==> config.mk <==
export PLATFORM = sky130hd
export DESIGN_NAME = uart_rx_os16
export DESIGN_NICKNAME = d
export VERILOG_FILES = /design/src/rtl/uart_pkg.sv /design/src/rtl/uart_baud_tick.sv /design/src/rtl/uart_rx_os16.sv
export SDC_FILE = /design/constraint.sdc
export NUM_CORES = 1
export LEC_CHECK = 0
export ABC_CLOCK_PERIOD_IN_PS = 2900
export CAP_MARGIN = 25
export CORE_AREA = 4 4 63 65
export DETAILED_ROUTE_END_ITERATION = 6
export DIE_AREA = 0 0 67 69
export DONT_BUFFER_PORTS = 1
export HOLD_SLACK_MARGIN = 0.05
export PLACE_DENSITY = 0.7
export SLEW_MARGIN = 5
export SYNTH_ARGS = -nofsm -noshare
export SYNTH_HDL_FRONTEND = slang
export SYNTH_SLANG_ARGS = --single-unit
==> constraint.sdc <==
create_clock -name clk -period 2.9 [get_ports clk]
set_input_delay 0.58 -clock clk [delete_from_list [all_inputs] [get_ports clk]]
set_output_delay 0.58 -clock clk [all_outputs]
set_load 0.02 [all_outputs]
==> src/rtl/uart_pkg.sv <==
// Shared UART definitions: receiver state encoding, parity modes and
// baud divider arithmetic used by both the receiver and the transmitter.
package uart_pkg;

  typedef enum logic [2:0] {
    ST_IDLE,
    ST_START,
    ST_DATA,
    ST_PARITY,
    ST_STOP
  } rx_state_t;

  localparam logic [1:0] PARITY_NONE = 2'b00;
  localparam logic [1:0] PARITY_EVEN = 2'b01;
  localparam logic [1:0] PARITY_ODD  = 2'b10;

  // Tick index of the start-bit midpoint at 16x oversampling.
  localparam int unsigned OS_MID = 7;

  function automatic int unsigned baud_div(input int unsigned clk_freq,
                                           input int unsigned baud_rate,
                                           input int unsigned oversample);
    return clk_freq / (baud_rate * oversample);
  endfunction

endpackage

==> src/rtl/uart_baud_tick.sv <==
// Free-running oversample tick generator: one-cycle pulse every DIV clocks.
module uart_baud_tick
  import uart_pkg::*;
#(
  parameter int unsigned CLK_FREQ   = 100000000,
  parameter int unsigned BAUD_RATE  = 115200,
  parameter int unsigned OVERSAMPLE = 16
) (
  input  logic clk,
  input  logic i_rst,
  output logic o_tick
);

  localparam int unsigned DIV = baud_div(CLK_FREQ, BAUD_RATE, OVERSAMPLE);
  localparam int unsigned CW  = (DIV > 1) ? $clog2(DIV) : 1;
  localparam logic [CW-1:0] CNT_LAST = CW'(DIV - 1);

  logic [CW-1:0] cnt;

  always_ff @(posedge clk) begin
    if (i_rst) begin
      cnt <= '0;
    end else if (cnt == CNT_LAST) begin
      cnt <= '0;
    end else begin
      cnt <= cnt + CW'(1);
    end
  end

  assign o_tick = (cnt == CNT_LAST);

endmodule

==> src/rtl/uart_rx_os16.sv <==
// UART receiver with 16x oversampling, optional parity and stop-bit checking;
// emits a byte with a done strobe, or a framing/parity error strobe.
module uart_rx_os16
  import uart_pkg::*;
#(
  parameter int unsigned NB_DATA        = 8,
  parameter int unsigned CLK_FREQ       = 100000000,
  parameter int unsigned BAUD_RATE      = 115200,
  parameter int unsigned OVERSAMPLE     = 16,
  parameter logic [1:0]  F_RX_PARITY    = 2'b00,
  parameter logic        F_RX_STOP_BITS = 1'b1
) (
  input  logic               clk,
  input  logic               i_rst,
  input  logic               i_rx,
  output logic [NB_DATA-1:0] o_rx_data,
  output logic               o_rx_done,
  output logic               o_frame_err,
  output logic               o_parity_err,
  output logic               o_busy
);

  localparam int unsigned SW = $clog2(OVERSAMPLE);
  localparam int unsigned BW = $clog2(NB_DATA) + 1;
  localparam logic [SW-1:0] S_MID  = SW'(OS_MID);
  localparam logic [SW-1:0] S_LAST = SW'(OVERSAMPLE - 1);
  localparam logic [BW-1:0] B_LAST = BW'(NB_DATA - 1);
  localparam logic PAR_EN  = (F_RX_PARITY == PARITY_EVEN) || (F_RX_PARITY == PARITY_ODD);
  localparam logic PAR_ODD = (F_RX_PARITY == PARITY_ODD);

  logic               rx_meta, rx_sync, tick;
  rx_state_t          state, state_n;
  logic [SW-1:0]      s, s_n;
  logic [BW-1:0]      bit_idx, bit_n;
  logic [NB_DATA-1:0] shift, shift_n, shift_in, data_n;
  logic               par_bad, par_bad_n, par_mism;
  logic               done_n, ferr_n, perr_n;

  uart_baud_tick #(
    .CLK_FREQ  (CLK_FREQ),
    .BAUD_RATE (BAUD_RATE),
    .OVERSAMPLE(OVERSAMPLE)
  ) u_baud_tick (
    .clk   (clk),
    .i_rst (i_rst),
    .o_tick(tick)
  );

  always_ff @(posedge clk) begin
    if (i_rst) begin
      rx_meta <= 1'b1;
      rx_sync <= 1'b1;
    end else begin
      rx_meta <= i_rx;
      rx_sync <= rx_meta;
    end
  end

  assign shift_in = {rx_sync, shift[NB_DATA-1:1]};
  // Mismatch = observed parity differs from the required one (0 even, 1 odd).
  assign par_mism = (^shift) ^ rx_sync ^ PAR_ODD;

  always_comb begin
    state_n   = state;
    s_n       = s;
    bit_n     = bit_idx;
    shift_n   = shift;
    par_bad_n = par_bad;
    data_n    = o_rx_data;
    done_n    = 1'b0;
    ferr_n    = 1'b0;
    perr_n    = 1'b0;
    case (state)
      ST_IDLE: begin
        if (!rx_sync) begin
          state_n = ST_START;
          s_n     = '0;
        end
      end
      ST_START: begin
        if (tick) begin
          if (s == S_MID) begin
            s_n       = '0;
            bit_n     = '0;
            par_bad_n = 1'b0;
            state_n   = rx_sync ? ST_IDLE : ST_DATA;
          end else begin
            s_n = s + SW'(1);
          end
        end
      end
      ST_DATA: begin
        if (tick) begin
          if (s == S_LAST) begin
            s_n     = '0;
            shift_n = shift_in;
            bit_n   = bit_idx + BW'(1);
            if (bit_idx == B_LAST) begin
              if (PAR_EN) begin
                state_n = ST_PARITY;
              end else if (F_RX_STOP_BITS) begin
                state_n = ST_STOP;
              end else begin
                state_n = ST_IDLE;
                data_n  = shift_in;
                done_n  = 1'b1;
              end
            end
          end else begin
            s_n = s + SW'(1);
          end
        end
      end
      ST_PARITY: begin
        if (tick) begin
          if (s == S_LAST) begin
            s_n = '0;
            if (F_RX_STOP_BITS) begin
              par_bad_n = par_mism;
              state_n   = ST_STOP;
            end else begin
              state_n = ST_IDLE;
              if (par_mism) begin
                perr_n = 1'b1;
              end else begin
                data_n = shift;
                done_n = 1'b1;
              end
            end
          end else begin
            s_n = s + SW'(1);
          end
        end
      end
      ST_STOP: begin
        if (tick) begin
          if (s == S_LAST) begin
            s_n     = '0;
            state_n = ST_IDLE;
            if (!rx_sync) begin
              ferr_n = 1'b1;
            end else if (par_bad) begin
              perr_n = 1'b1;
            end else begin
              data_n = shift;
              done_n = 1'b1;
            end
          end else begin
            s_n = s + SW'(1);
          end
        end
      end
      default: state_n = ST_IDLE;
    endcase
  end

  always_ff @(posedge clk) begin
    if (i_rst) begin
      state        <= ST_IDLE;
      s            <= '0;
      bit_idx      <= '0;
      shift        <= '0;
      par_bad      <= 1'b0;
      o_rx_data    <= '0;
      o_rx_done    <= 1'b0;
      o_frame_err  <= 1'b0;
      o_parity_err <= 1'b0;
      o_busy       <= 1'b0;
    end else begin
      state        <= state_n;
      s            <= s_n;
      bit_idx      <= bit_n;
      shift        <= shift_n;
      par_bad      <= par_bad_n;
      o_rx_data    <= data_n;
      o_rx_done    <= done_n;
      o_frame_err  <= ferr_n;
      o_parity_err <= perr_n;
      o_busy       <= (state_n != ST_IDLE);
    end
  end

endmodule

## Word level (Yosys, flattened, before mapping)

Cells that the tools add are included.

- Register bits: 40
- Memories kept: 0
- Bits in read-only memories: 0
- Logic and storage cells: 84
- Bits in writable memories: 0
- Bits in latches: 0
- Input bits: 3

- Bitwise operators: 6
- $mul: 0
- Shifts and indexed selects: 0
- Add/subtract/negate cells: 3
- Magnitude comparators: 0
- Reductions and logical operators: 15
- Div/mod/pow operators: 0
- Eq/ne operators: 16
- Muxes and demuxes: 31

Operators by type and width:

| kind | number |
|---|---|
| 4-bit 2-to-1 mux | 9 |
| 3-bit 2-to-1 mux | 10 |
| 3-bit one-hot mux with 5 select lines | 1 |
| 5-bit AND reduction | 3 |
| 2-bit inequality test (second input constant) | 7 |
| 4-bit one-hot mux with 3 select lines | 1 |
| 4-bit by 1-bit adder with 4-bit output (second input constant) | 2 |
| 4-bit by 3-bit == test with 1-bit output (second input constant) | 2 |
| 4-bit one-hot mux with 2 select lines | 1 |
| 8-bit XOR reduction | 1 |
| 1-bit 2-to-1 mux | 7 |
| 6-bit by 1-bit adder with 6-bit output (second input constant) | 1 |
| 3-bit by 2-bit == test with 1-bit output (second input constant) | 2 |
| 6-bit == test (second input constant) | 1 |
| 3-bit nonzero test | 2 |
| 1-bit inverter | 5 |
| 5-bit OR reduction | 1 |
| 4-bit == test (second input constant) | 1 |
| 4-bit AND reduction | 1 |
| 2-bit nonzero test | 2 |
| 4-bit OR reduction | 1 |
| 3-bit by 1-bit == test with 1-bit output (second input constant) | 1 |
| 3-bit == test (second input constant) | 1 |
| 3-bit zero test | 1 |
| other kinds (7) | 7 |

## Longest topological paths before layout

- Depth in word-level cells: 6
- Gate-level depth with buffers: 7
- Gate-level depth less buffers: 6

## Cells and area by module

From an unflattened synthesis, not the netlist that was laid out.

- Cells, all modules: 197
- Area total of the unflattened synthesis: 1,801.7 µm²

By module, submodules not included:

| module | area each (µm²) | instances | cells each | sequential area each (µm²) |
|---|---|---|---|---|
| uart_rx_os16 | 1,541.5 | 1 | 171 | 680.7 |
| uart_baud_tick | 260.2 | 1 | 26 | 120.1 |

## Worst setup path after synthesis

OpenSTA, ideal clock, no wires.

- Kind: register -> register
- Start: reg s[0]
- End: reg o_rx_data[0]
- Buffers on the path: 0
- Arrival time: 1.607 ns
- Setup time: 0.117 ns
- Clock period less this slack: 1.724 ns
- Stages on the path, launching flop included: 6
- Slack: 1.176 ns
- Cells stage by stage: dfxtp_1 -> ha_1 -> nand4b_4 -> nor4_4 -> mux2i_1 -> nor2_1

- Cells in the longest elaborated chain, start to end: 2

RTL lines:

| what | RTL line | text |
|---|---|---|
| start, declared | uart_rx_os16.sv:33 | `logic [SW-1:0] s, s_n;` |
| start signal, assigned | uart_rx_os16.sv:171 | `s <= s_n;` |
| 4-bit == test | uart_rx_os16.sv:94, uart_rx_os16.sv:116, uart_rx_os16.sv:137 |  |
| 5-bit AND reduction (no source line) | -- |  |
| end signal, assigned | uart_rx_os16.sv:175 | `o_rx_data <= data_n;` |
| end, declared | uart_rx_os16.sv:16 | `output logic [NB_DATA-1:0] o_rx_data,` |

No other way between the ends.
A chain may end at the register's enable or synchronous reset.

## Final worst setup path

- Start: reg u_baud_tick.cnt[2]
- End: reg o_rx_data[1]

- Cells in the longest elaborated chain, start to end: 2

RTL lines:

| what | RTL line | text |
|---|---|---|
| start, declared | uart_baud_tick.sv:18 | `logic [CW-1:0] cnt;` |
| start signal, assigned | uart_baud_tick.sv:26 | `cnt <= cnt + CW'(1);` |
| 6-bit == test | uart_baud_tick.sv:30 | `assign o_tick = (cnt == CNT_LAST);` |
| 5-bit AND reduction (no source line) | -- |  |

No other way between the ends.

==> impl_metrics.tcl <==
set metrics [dict create \
    synth_area_sq_mm 0.00187 \
    powerDensity_mw_per_mm2 498 \
    drc 0 \
    critPathArrivalTime_ps 2260 \
    cp_num_buf_inv 0 \
    via_per_inst 5.64 \
    synth_cells 191 \
    cp_slowest_cell "nor4_4" \
    yosys-top-cells-area "dfxtp_1 43%, mux2i_1 9.7%, nor2_1 6.2%, xnor2_1 3.8%, ha_1 2.7%" \
    start_util_pct 55.9 \
    setup_tns_ps 0 \
    async_reset_ff_share_pct 0 \
    vias 1331 \
    clk_path_buf_depth 2 \
    avgRoutedWirePerCell_um 14.0 \
    switching_share_pct 22.3 \
    first_pass_iters 4 \
    h-tree-depth 2 \
    cts_tree "built" \
    grt_max_degree 28 \
    crit_chain "nand4_2 > nor4_4 > mux2i_1 > nor2_1" \
    synth.distinct_cells 49 \
    crit_path_start_kind "flip-flop" \
    ys_ff_latch 40 \
    finalMaxSlewViolations 0 \
    setup_violations 0 \
    fill_cells 304 \
    crit_path_max_incr_delay_ps 710 \
    synth_flop_cell "dfxtp_1" \
    nets 196 \
    critPathMaxFanout 11 \
    slew_headroom_pct 53.3 \
    holdCritStartpoint "i_rst" \
    drt-total-wl_um 3310 \
    ctsHoldBuffers 0 \
    gp_congestion 0.895 \
    crit_family "simple AND/OR/NAND/NOR gates" \
    power_leakage_nw 0.724 \
    antenna_found_initial 0 \
    synth_top_cell_by_area "dfxtp_1" \
    p_seq_share_pct 58.4 \
    gr-total-overflow 0 \
    port_buffers 0 \
    area_growth_pct 4.36 \
    first_global_vias 1310 \
    run_status "finished, final reports clean" \
    grt_setup_unrepaired "no" \
    cts-root-buf "clkbuf_4" \
    drt_iter0_drc 35 \
    worst_pin_slew_ps 695 \
    synth.most_common_cell "dfxtp_1" \
    power.internal_w 0.000753 \
    die-area_sq_mm 0.00462 \
    hpwl_um 2410 \
    ir_drop_v 0.000338 \
    cp.required_ps 3160 \
    synth_top_area_share_pct 42.9 \
    clk_latency_ps 350 \
    r2r_end "o_rx_data[1]" \
    hold_ws_ps 284 \
    die_h_um 69 \
    post_cts_resized 0 \
    combPwrFrac_pct 2.8 \
    synth_edf_count 0 \
    die_w_um 67 \
    ys_seq_area_share_pct 42.9 \
    post-route-period-util_pct 69.1 \
    pwr-share-clk_pct 38.8 \
    maxCapViolCount 0 \
    power_w 0.000969 \
    syn_nets 198 \
    finalHoldViolCount 0 \
    hp-class "in -> reg" \
    p_switching_w 0.000216 \
    fin_worst_skew_ps 8.49 \
    cts_buffers 5 \
    ioPinCount 15 \
    drive_above_1_share_pct 9.47 \
    rows 21 \
    end_kind "flip-flop" \
    worstRegToRegCells 4 \
    clk_pin_slew_worst_paths_ps 130 \
    num_antenna_cells 0 \
    yosys-top-cells-count "40 x dfxtp_1, 31 x nor2_1, 18 x mux2i_1, 9 x inv_1, 8 x xnor2_1" \
    grt_pass1_wl_um 5710 \
    rr_startpoint "u_baud_tick.cnt[2]" \
    grtUsageTotal_pct 15.7 \
    synth_area_per_cell_sq_um 9.77 \
    fmax_ghz 0.499 \
    holdPathStages 1 \
    r2r_slack_ps 890 \
    cts_setup_buffers 0 \
    min_to "shift[5]" \
    yosysWarnings 0 \
    core_area_sq_mm 0.00334 \
    fin_crit_ps 2010 \
    ant_nets 0 \
    cts.sink_count 40 \
    critPathKind "reg -> reg" \
]
[metal layers]
layer	part of all wire [%]	vias up	GRT usage (%)	routed length [um]
li1	-	666	-	-
met1	46	627	19.4	1520
met2	48	31	24.9	1590
met3	4.6	7	5.84	152
met4	1.4	0	5.18	47
met5	0	-	0	0
[metrics by stage]
stage               cells  worst slack (ps)  utilization, %  cell area, sq um
global route          236               782            58.3              1950
floorplan             191              1180               -              1870
CTS                   236               852            58.3              1950
global placement      228               961            55.8              1860
finish                236               895            58.3              1950
detailed placement    228               905            55.8              1860
[sequential cells by signal, indices dropped and copies added, names as in the netlist]
| signal | count |
|---|---|
| rx_sync | 1 |
| state | 3 |
| bit_idx | 4 |
| o_rx_done | 1 |
| o_frame_err | 1 |
| o_busy | 1 |
| o_parity_err | 1 |
| u_baud_tick.cnt | 6 |
| o_rx_data | 8 |
| shift | 8 |
| rx_meta | 1 |
| par_bad | 1 |
| s | 4 |
[area by class of cell]
type	instances	area, sq um	share of cell area, %
Sequential cell	40	801	41.1
Multi-Input combinational cell	132	962	49.4
Clock buffer	5	37.5	1.93
Tap cell	46	57.6	2.96
Inverter	9	33.8	1.74
Timing Repair Buffer	1	7.51	0.386
Clock inverter	3	47.5	2.44
[cell families after synthesis]
| family | count (synthesis) | share of synthesized area, % |
|---|---|---|
| buf+inv | 19 | 5.50 |
| flops | 40 | 42.9 |
| simple gates | 69 | 21.2 |
| fa+ha+maj | 4 | 2.68 |
| compound gates | 27 | 10.7 |
| xor+xnor | 14 | 7.31 |
| mux | 18 | 9.66 |
[power groups by stage]
stage          logic [W]  registers (W)  clock network (W)
4_1_cts        0.0000278       0.000565           0.000385
5_1_grt        0.0000315       0.000567           0.000406
2_1_floorplan  0.0000355       0.000572                  0
3_3_place_gp   0.0000271       0.000577                  0
3_5_place_dp   0.0000276       0.000578                  0
6_report       0.0000275       0.000565           0.000376
[layout by cell type, fill, tap and decap left out, types with 4 or more instances in the layout]
cell type,instances
a41oi_1,4
ha_1,4
inv_1,9
nand2_1,5
mux2i_1,18
and2_1,4
nor2_1,31
nand3_1,4
dfxtp_1,40
xnor2_1,8
clkbuf_4,5
xor2_1,5
[worst max-delay path by stage]
stage / from / to / slack (ps) / depth (start not counted)
after CTS: u_baud_tick.cnt[2] / o_rx_data[1] / 850 / 4
after detailed placement: u_baud_tick.cnt[2] / o_rx_data[1] / 900 / 4
after global routing: state[2] / o_rx_data[5] / 780 / 4
after global placement: state[2] / o_rx_data[3] / 960 / 4
final: u_baud_tick.cnt[2] / o_rx_data[1] / 890 / 4
after floorplan: s[0] / o_rx_data[0] / 1180 / 5
No activity file was read; power rests on OpenSTA's default activity.
